## src/rtl/seq_detect_param_pkg.sv

```systemverilog
`default_nettype none
// ============================================================================
// Module  : seq_detect_param_pkg
// Purpose : Shared definitions for the seq_detect family: default pattern,
//           parameter-range checks and the per-cycle action encoding used by
//           the detector core.
// Ports   : none (package)
// Revision: 1.0 - initial release
// ============================================================================
package seq_detect_param_pkg;

  // Default pattern: MSB is the first bit received.
  localparam logic [3:0] SEQ_PAT_1011 = 4'b1011;

  localparam int c_PAT_W_MIN = 2;
  localparam int c_PAT_W_MAX = 16;

  // Parameter-range checks shared by every seq_detect block.
  function automatic bit pat_w_ok(input int w);
    return (w >= c_PAT_W_MIN) && (w <= c_PAT_W_MAX);
  endfunction

  function automatic bit cnt_w_ok(input int w);
    return (w >= 1);
  endfunction

  // What the detector does with its history in a given cycle.
  typedef enum logic [1:0] {
    ACT_HOLD  = 2'd0,  // en=0: everything holds
    ACT_LOAD  = 2'd1,  // pat_we=1: new pattern, history discarded
    ACT_SHIFT = 2'd2,  // consume a bit, no match
    ACT_MATCH = 2'd3   // consume a bit that completes the pattern
  } act_t;

endpackage : seq_detect_param_pkg
`default_nettype wire

```

## src/rtl/seq_detect_param_sat_counter.sv

```systemverilog
`default_nettype none
// ============================================================================
// Module  : sat_counter
// Purpose : W-bit saturating event counter with synchronous clear. The clear
//           wins over a simultaneous increment. sat is registered and is high
//           exactly while cnt is all-ones.
// Ports   : clk  - clock (rising edge)
//           rst  - asynchronous active-high reset
//           inc  - count one event
//           clr  - synchronous clear of cnt and sat
//           cnt  - current count
//           sat  - cnt is at its maximum
// Revision: 1.0 - initial release
// ============================================================================
module sat_counter #(
  parameter int W = 8
) (
  input  logic         clk,
  input  logic         rst,
  input  logic         inc,
  input  logic         clr,
  output logic [W-1:0] cnt,
  output logic         sat
);

  logic [W-1:0] r_cnt;
  logic         r_sat;
  logic [W-1:0] w_cnt_nxt;

  always_comb begin
    w_cnt_nxt = r_cnt;
    if (clr) begin
      w_cnt_nxt = '0;
    end else if (inc && (r_cnt != {W{1'b1}})) begin
      w_cnt_nxt = r_cnt + 1'b1;
    end
  end

  // sat is derived from the next count so it changes on the same edge as cnt.
  always_ff @(posedge clk or posedge rst) begin
    if (rst) begin
      r_cnt <= '0;
      r_sat <= 1'b0;
    end else begin
      r_cnt <= w_cnt_nxt;
      r_sat <= &w_cnt_nxt;
    end
  end

  assign cnt = r_cnt;
  assign sat = r_sat;

endmodule : sat_counter
`default_nettype wire

```

## src/rtl/seq_detect_param.sv

```systemverilog
`default_nettype none
// ============================================================================
// Module  : seq_detect_param
// Purpose : Parametrised serial pattern detector with registered Mealy match
//           pulse, runtime-loadable pattern, overlap/non-overlap mode, input
//           qualification and a saturating match counter.
// Ports   : clk       - clock (rising edge)
//           rst       - asynchronous active-high reset
//           en        - qualifies in; a bit is consumed only when en=1
//           in        - serial data bit
//           pat_we    - load pat_in as the active pattern (wins over en)
//           pat_in    - new pattern, MSB is the first bit received
//           cnt_clr   - synchronous clear of match_cnt / cnt_sat
//           op        - one-cycle match pulse
//           match_cnt - saturating match count
//           cnt_sat   - match_cnt is all-ones
// Revision: 1.0 - initial release
// ============================================================================
module seq_detect_param
  import seq_detect_param_pkg::*;
#(
  parameter int               PAT_W   = 4,
  parameter logic [PAT_W-1:0] PAT_RST = PAT_W'(SEQ_PAT_1011),
  parameter bit               OVERLAP = 1'b1,
  parameter int               CNT_W   = 8
) (
  input  logic             clk,
  input  logic             rst,
  input  logic             en,
  input  logic             in,
  input  logic             pat_we,
  input  logic [PAT_W-1:0] pat_in,
  input  logic             cnt_clr,
  output logic             op,
  output logic [CNT_W-1:0] match_cnt,
  output logic             cnt_sat
);

  localparam int                FILL_W     = $clog2(PAT_W);
  localparam logic [FILL_W-1:0] c_FILL_MAX = FILL_W'(PAT_W - 1);

  generate
    if (!pat_w_ok(PAT_W)) begin : g_bad_pat_w
      $error("seq_detect_param: PAT_W out of range 2..16");
    end
    if (!cnt_w_ok(CNT_W)) begin : g_bad_cnt_w
      $error("seq_detect_param: CNT_W must be at least 1");
    end
  endgenerate

  // History holds the PAT_W-1 most recent consumed bits, newest in the LSB;
  // r_fill counts how many of them are valid (the detector's "state").
  logic [PAT_W-2:0]  r_hist;
  logic [FILL_W-1:0] r_fill;
  logic [PAT_W-1:0]  r_pat;
  logic              r_op;

  logic [PAT_W-2:0]  w_hist_nxt;
  logic [FILL_W-1:0] w_fill_nxt;
  logic [PAT_W-1:0]  w_pat_nxt;
  logic [PAT_W-1:0]  w_cand;
  logic              w_match;
  act_t              w_act;

  assign w_cand  = {r_hist, in};
  assign w_match = en && !pat_we && (r_fill == c_FILL_MAX) && (w_cand == r_pat);

  always_comb begin
    w_act = ACT_HOLD;
    if (pat_we) begin
      w_act = ACT_LOAD;
    end else if (en) begin
      w_act = w_match ? ACT_MATCH : ACT_SHIFT;
    end
  end

  always_comb begin
    w_hist_nxt = r_hist;
    w_fill_nxt = r_fill;
    w_pat_nxt  = r_pat;
    case (w_act)
      ACT_LOAD: begin
        w_pat_nxt  = pat_in;
        w_hist_nxt = '0;
        w_fill_nxt = '0;
      end
      ACT_SHIFT: begin
        w_hist_nxt = w_cand[PAT_W-2:0];
        if (r_fill != c_FILL_MAX) begin
          w_fill_nxt = r_fill + 1'b1;
        end
      end
      ACT_MATCH: begin
        // Overlap keeps the tail of the match as the start of the next one;
        // non-overlap restarts from an empty history.
        if (OVERLAP) begin
          w_hist_nxt = w_cand[PAT_W-2:0];
        end else begin
          w_hist_nxt = '0;
          w_fill_nxt = '0;
        end
      end
      default: ;
    endcase
  end

  always_ff @(posedge clk or posedge rst) begin
    if (rst) begin
      r_hist <= '0;
      r_fill <= '0;
      r_pat  <= PAT_RST;
      r_op   <= 1'b0;
    end else begin
      r_hist <= w_hist_nxt;
      r_fill <= w_fill_nxt;
      r_pat  <= w_pat_nxt;
      r_op   <= w_match;
    end
  end

  sat_counter #(
    .W (CNT_W)
  ) u_cnt (
    .clk (clk),
    .rst (rst),
    .inc (w_match),
    .clr (cnt_clr),
    .cnt (match_cnt),
    .sat (cnt_sat)
  );

  assign op = r_op;

endmodule : seq_detect_param
`default_nettype wire

```

## config.mk

```make
export PLATFORM = sky130hd
export DESIGN_NAME = seq_detect_param
export DESIGN_NICKNAME = d
export VERILOG_FILES = /design/src/rtl/seq_detect_param_pkg.sv /design/src/rtl/seq_detect_param_sat_counter.sv /design/src/rtl/seq_detect_param.sv
export SDC_FILE = /design/constraint.sdc
export NUM_CORES = 1
export LEC_CHECK = 0
export BUFFER_PORTS_ARGS = -buffer_cell sky130_fd_sc_hd__buf_4
export CAP_MARGIN = 20
export CELL_PAD_IN_SITES_DETAIL_PLACEMENT = 1
export CELL_PAD_IN_SITES_GLOBAL_PLACEMENT = 2
export CORE_MARGIN = 10
export CORE_UTILIZATION = 31
export CTS_CLUSTER_DIAMETER = 60
export DETAILED_ROUTE_END_ITERATION = 6
export GPL_TIMING_DRIVEN = 0
export PLACE_DENSITY_LB_ADDON = 0.1
export SYNTH_ARGS = -nofsm -noshare
export SYNTH_HDL_FRONTEND = slang
export SYNTH_SLANG_ARGS = --single-unit
```

## constraint.sdc

```tcl
create_clock -name clk -period 1.6 [get_ports clk]
set_clock_uncertainty 0.15 [all_clocks]
set_input_delay 0.24 -clock clk [delete_from_list [all_inputs] [get_ports clk]]
set_output_delay 0.24 -clock clk [all_outputs]
set_load 0.1 [all_outputs]
```

* Word-level counts from Yosys, hierarchy flattened *
Index checks and enable logic that the tools add are counted.

word-level totals
  output and inout port bits = 10
  memories = 0
  word-level logic and storage cells = 34
  input bits = 10
  bits in latches = 0
  register bits after elaboration = 19
  bits in read-only memories = 0
  bits in writable memories = 0

cells by class
  $mul = 0
  shifts and indexed selects = 0
  equality and inequality tests = 8
  multiplexer cells = 8
  reductions and logical operators = 10
  div/mod/pow operators = 0
  add/sub/neg operators = 2
  bitwise operators = 0
  order comparisons = 0

operators by type and width
  cell                                                  count
  2-to-1 mux 8 bit                                      2
  adder 8 x 1 -> 8 bit (second input constant)          1
  inequality test 8 bit (second input constant)         1
  AND reduction 8 bit                                   1
  equality test 2 bit (second input constant)           3
  2-to-1 mux 2 bit                                      3
  one-hot mux 3 bit (2 select lines)                    1
  equality test 4 bit                                   1
  logical AND 1 bit                                     4
  inequality test 2 bit (second input constant)         2
  one-hot mux 2 bit (2 select lines)                    1
  nonzero test 2 bit                                    2
  adder 2 x 1 -> 2 bit (second input constant)          1
  equality test 2 x 1 -> 1 bit (second input constant)  1
  AND reduction 2 bit                                   1
  OR reduction 2 bit                                    1
  zero test 1 bit                                       1
  2-to-1 mux 1 bit                                      1

* Depth between registers and ports, before layout *
  depth after elaboration = 10
  depth in mapped cells = 6
  gate-level depth less buffers = 6

* Modules after synthesis *
A second synthesis with hierarchy kept.

second synthesis, totals
  cell total of the unflattened synthesis = 95
  area total of the unflattened synthesis = 1071.0 um^2

modules (own cells, without submodules)
  module            times used  area an instance (um^2)  sequential area each (um^2)  cells an instance
  sat_counter       1           601.8                    225.2                        59
  seq_detect_param  1           469.2                    254.0                        36

* Worst setup path after synthesis *
No wires, ideal clock.

  kind = reg2reg
  start = register u_cnt.r_cnt[0], in the netlist u_cnt.cnt[0]
  end = register u_cnt.r_sat, in the netlist u_cnt.sat
  buffers on the path = 0
  setup time = 96 ps
  path slack = -889 ps
  data arrival time = 2243 ps
  data required time = 1354 ps
  cell stages (with the launch flop) = 7
  clock period less this slack = 2489 ps
  path through = dfrtp_1 > ha_1 > nand3_1 > nor2_1 > nor4_2 > xnor2_1 > nor4_2

between the ends
  longest elaborated chain between the ends = 5
  elaborated cells between the ends (all ways) = 6
  those cells by class = add/sub: 1; eq/ne: 1; mux: 2; reduce/logical: 2

ends and longest elaborated chain
  element                                                       line                                text
  from (decl)                                                   seq_detect_param_sat_counter.sv:26  logic [W-1:0] r_cnt;
  from (signal assigned)                                        seq_detect_param_sat_counter.sv:45  r_cnt <= w_cnt_nxt;
  branches (longest 2 deep; another with adder 8 x 1 -> 8 bit)  -
  2-to-1 mux 8 bit *                                            seq_detect_param_sat_counter.sv:34  end else if (inc && (r_cnt != {W{1'b1}})) begin
  2-to-1 mux 8 bit *                                            seq_detect_param_sat_counter.sv:32  if (clr) begin
  AND reduction 8 bit *                                         seq_detect_param_sat_counter.sv:46  r_sat <= &w_cnt_nxt;
  to (signal assigned)                                          seq_detect_param_sat_counter.sv:46
  to (decl)                                                     seq_detect_param_sat_counter.sv:27  logic r_sat;

Every way passes the cells marked *.
A chain may end at the register's enable or synchronous reset.

* Final worst setup path *
  start = register r_pat[0]
  end = register u_cnt.r_sat, in the netlist u_cnt.sat

between the ends
  longest elaborated chain between the ends = 6

ends and longest elaborated chain
  element                 line                                text
  from (decl)             seq_detect_param.sv:55              logic [PAT_W-1:0] r_pat;
  from (signal assigned)  seq_detect_param.sv:116             r_pat <= w_pat_nxt;
  equality test 4 bit     seq_detect_param.sv:66              assign w_match = en && !pat_we && (r_fill == c_FILL_MAX) && (w_cand == r_pat);
  logical AND 1 bit       seq_detect_param.sv:66
  logical AND 1 bit       seq_detect_param_sat_counter.sv:34
  2-to-1 mux 8 bit        seq_detect_param_sat_counter.sv:34
  2-to-1 mux 8 bit        seq_detect_param_sat_counter.sv:32
  AND reduction 8 bit     seq_detect_param_sat_counter.sv:46

Every way passes these cells.

==> impl_results.md <==
- Met3 Usage GRT: 0.0311
- Power Total: 0.966 mW
- Fmax achieved: 0.528 GHz
- Max Cap Viol: 0
- Hpwl dp: 1.73 mm
- CTS Buf Count: 3
- Fin crit share: 1.18
- Sequential area share after synthesis: 0.460
- TritonCTS clock tree: built
- Post-Synthesis Cells: 88
- First-pass GRT wire length: 4.68 mm
- Unrepaired setup endpoints after global routing: true
- Pwr dens: 628 nW/um2
- Syn Nets: 100
- First DRT Iteration DRCs: 30
- CP Launch Type: flip-flop
- Worst path slowest cell: dfstp_2
- DP Area: 1290 um2
- Antenna diode count: 0
- Mapped cell area: 1040 um2
- Design area: 1540 um2
- Initial core utilization: 0.333
- Met2 GRT Util: 0.168
- DRC: 0
- List of cells traversed by the critical path: xnor2_4 > nand3_4 > nor4_4 > xnor2_2 > nor4_2
- Vias in the first global route: 933
- Initial antenna violation count: 0
- Layout cells sized above 1: 0.546
- WL per Instance: 17.3 um
- Synth warn: 0
- Post-DRT Antenna Nets: 0
- Largest net degree at the start of global routing: 20
- GR Layer Usage met1: 0.104
- Gate power share: 0.172
- Setup CP Type: flip-flop to flip-flop
- Core occupancy in the finished layout: 0.492
- Sequential power share: 0.546
- Clock Latency Late Sink: 320 ps
- Routed wire length: 2.82 mm
- I/O Pins: 20
- Die Span X: 78.0 um
- Pre-Repair DR Iteration Count: 4
- Sw frac: 0.293
- Slew @ Worst Pin: 729 ps
- Min Clock Period, post-route: 1900 ps
- Core Region: 3130 um2
- Inst Count DP: 148
- Clock-pin transition on the worst setup and hold timing paths: 120 ps
- CP max stage delay: 600 ps
- Netlist cell types: 29
- Clock Tree Buf Depth: 2
- Floorplan row count: 20
- P&R area growth vs syn: 47.7%
- Die height: 78.0 um
- Total track usage: 0.0970
- Worst hold-check path type: input pin to flip-flop
- GPL Wtd Cong: 0.703
- Gr ovfl total: 0
- Finish-stage setup viols: 9
- Int Power: 0.683 mW
- Psw: 0.283 mW
- CTS sink count: 19
- Status: finished, violations left
- Gr busiest metal: met2
- Worst Path Required: 1680 ps
- Worst VDD drop: 0.407 mV
- PortBufs: 16
- Post-synthesis register bit count: 19
- Fin. Hold Viols: 0
- Worst-path maximum fanout: 5
- Failing checks: negative setup slack
- Worst Path Arrival: 1980 ps
- Crit. End Element: flip-flop
- Slew Limit Headroom: 0.513
- Avg Inst Size Synth: 11.8 um2
- Fin. max-slew vios: 0
- Via count: 780
- Die area: 6080 um2
- Via-to-Cell Ratio: 4.79
- Final layout net count: 132
- Leak Pwr: 0.624 nW
- Clock share of power: 0.283
- Fin cells: 163
- H-tree depth: 1
- Final WS setup: -295 ps
- Fillers: 323
- Root buffer cell: clkbuf_4
logic make-up after synthesis:
logic type | Yosys count | synth area share
flip-flops | 19 | 0.460
buffers and inverters | 8 | 0.0312
multiplexers | 11 | 0.111
XOR/XNOR | 10 | 0.113
AND/OR/NAND/NOR | 34 | 0.233
adder cells (fa/ha/maj) | 2 | 0.0240
AO/OA/AOI/OAI | 4 | 0.0276
layout make-up:
type | instances | area (um2) | share of cell area
Buffer | 3 | 13.8 | 0.00895
Clock buffer | 3 | 22.5 | 0.0146
Clock inverter | 1 | 7.51 | 0.00488
Inverter | 5 | 18.8 | 0.0122
Multi-Input combinational cell | 63 | 706 | 0.459
Sequential cell | 19 | 507 | 0.330
Tap cell | 44 | 55.1 | 0.0358
Timing Repair Buffer | 25 | 208 | 0.135
worst paths after layout:
check,cells after the start,start,end,slack [ps]
worst min register to register,2,r_fill[1],r_fill[1],390
min in group asynchronous,3,rst,u_cnt.cnt[5],440
worst max register to register,5,r_pat[0],u_cnt.sat,-300
max in group asynchronous,3,rst,u_cnt.cnt[6],330
worst max-delay path,5,r_pat[0],u_cnt.sat,-300
worst min-delay path,3,in,r_hist[0],70
state kept, by name, indices dropped and copies added (netlist names):
| signal | count |
|---|---|
| r_fill | 2 |
| u_cnt.sat | 1 |
| r_pat | 4 |
| r_hist | 3 |
| op | 1 |
| u_cnt.cnt | 8 |
cell usage in the layout, fill, tap and decap left out, drive strengths merged:
master       Yosys  final
xnor2           10     10
mux2i            7      7
o311a            1      1
nand3            3      4
o211ai           1      1
a21oi            1      1
nor4b            3      3
nand2b           1      1
clkbuf           0      3
clkinvlp         0      1
nand4b           1      2
nand4            2      2
ha               2      2
nor4             4      4
nor2            14     14
o21ai            1      1
and2             1      1
nor3             2      2
mux2             4      4
buf              3     23
dlygate4sd3      0      5
inv              5      5
dfstp            3      3
dfrtp           16     16
and3             1      1
nor2b            2      2
power by group through the flow:
stage          Clock, mW  Combinational, mW  Sequential [mW]
2_1_floorplan          0             0.0889            0.529
3_3_place_gp           0              0.113            0.531
3_5_place_dp           0              0.116            0.531
4_1_cts            0.281              0.164            0.528
5_1_grt            0.304              0.181            0.530
6_report           0.273              0.166            0.527
cells in the mapped netlist:
cell | n | area (um2)
dfrtp_1 | 16 | 400
nand4b_4 | 1 | 23.8
nor3_1 | 2 | 10.0
nand4_1 | 2 | 12.5
o311a_2 | 1 | 11.3
nand3_4 | 1 | 17.5
dfstp_2 | 3 | 78.8
nor2b_1 | 2 | 12.5
xnor2_2 | 4 | 65.1
nor4b_1 | 1 | 8.76
nor4_1 | 2 | 12.5
inv_1 | 5 | 18.8
and2_1 | 1 | 6.26
ha_1 | 2 | 25.0
o211ai_1 | 1 | 7.51
mux2i_1 | 7 | 70.1
a21oi_1 | 1 | 5.00
nor4b_2 | 1 | 15.0
mux2_2 | 4 | 45.0
nor4_2 | 2 | 25.0
xnor2_1 | 6 | 52.6
buf_2 | 2 | 10.0
buf_1 | 1 | 3.75
nand3_1 | 2 | 10.0
o21ai_0 | 1 | 5.00
nor4b_4 | 1 | 23.8
nand2b_1 | 1 | 6.26
nor2_1 | 14 | 52.6
and3_1 | 1 | 6.26
layer usage:
layer  vias up  share of wire
li1        374              -
met1       387           0.42
met2        14           0.52
met3         5          0.044
met4         0          0.021
met5         -              0
metrics by stage:
step	setup WS [ps]	TNS, ps	hold slack, ps
after global placement	-319	-2080	267
after detailed placement	-321	-2110	267
after floorplan	-225	-1360	39.0
after CTS	-287	-2020	4.22
after global routing	-361	-2870	73.7
final	-295	-2120	69.0
critical path: cells and delay by family, from the launching register on:
| kind | cells | cell delay [ps] |
|---|---|---|
| simple gates | 3 | 780 |
| xor+xnor | 2 | 260 |
| flops | 1 | 600 |
what timing repair did:
item                                    4_1_cts  5_1_grt
pin swaps                                    14        3
hold buffers                                  4        1
endpoints found under the setup margin        9       10
gates cloned                                  2        0
gates resized for setup                      15        1
endpoints found under the hold margin        19        1
setup buffers                                 4        0
Note: power is estimated with default switching activity, not from simulation.
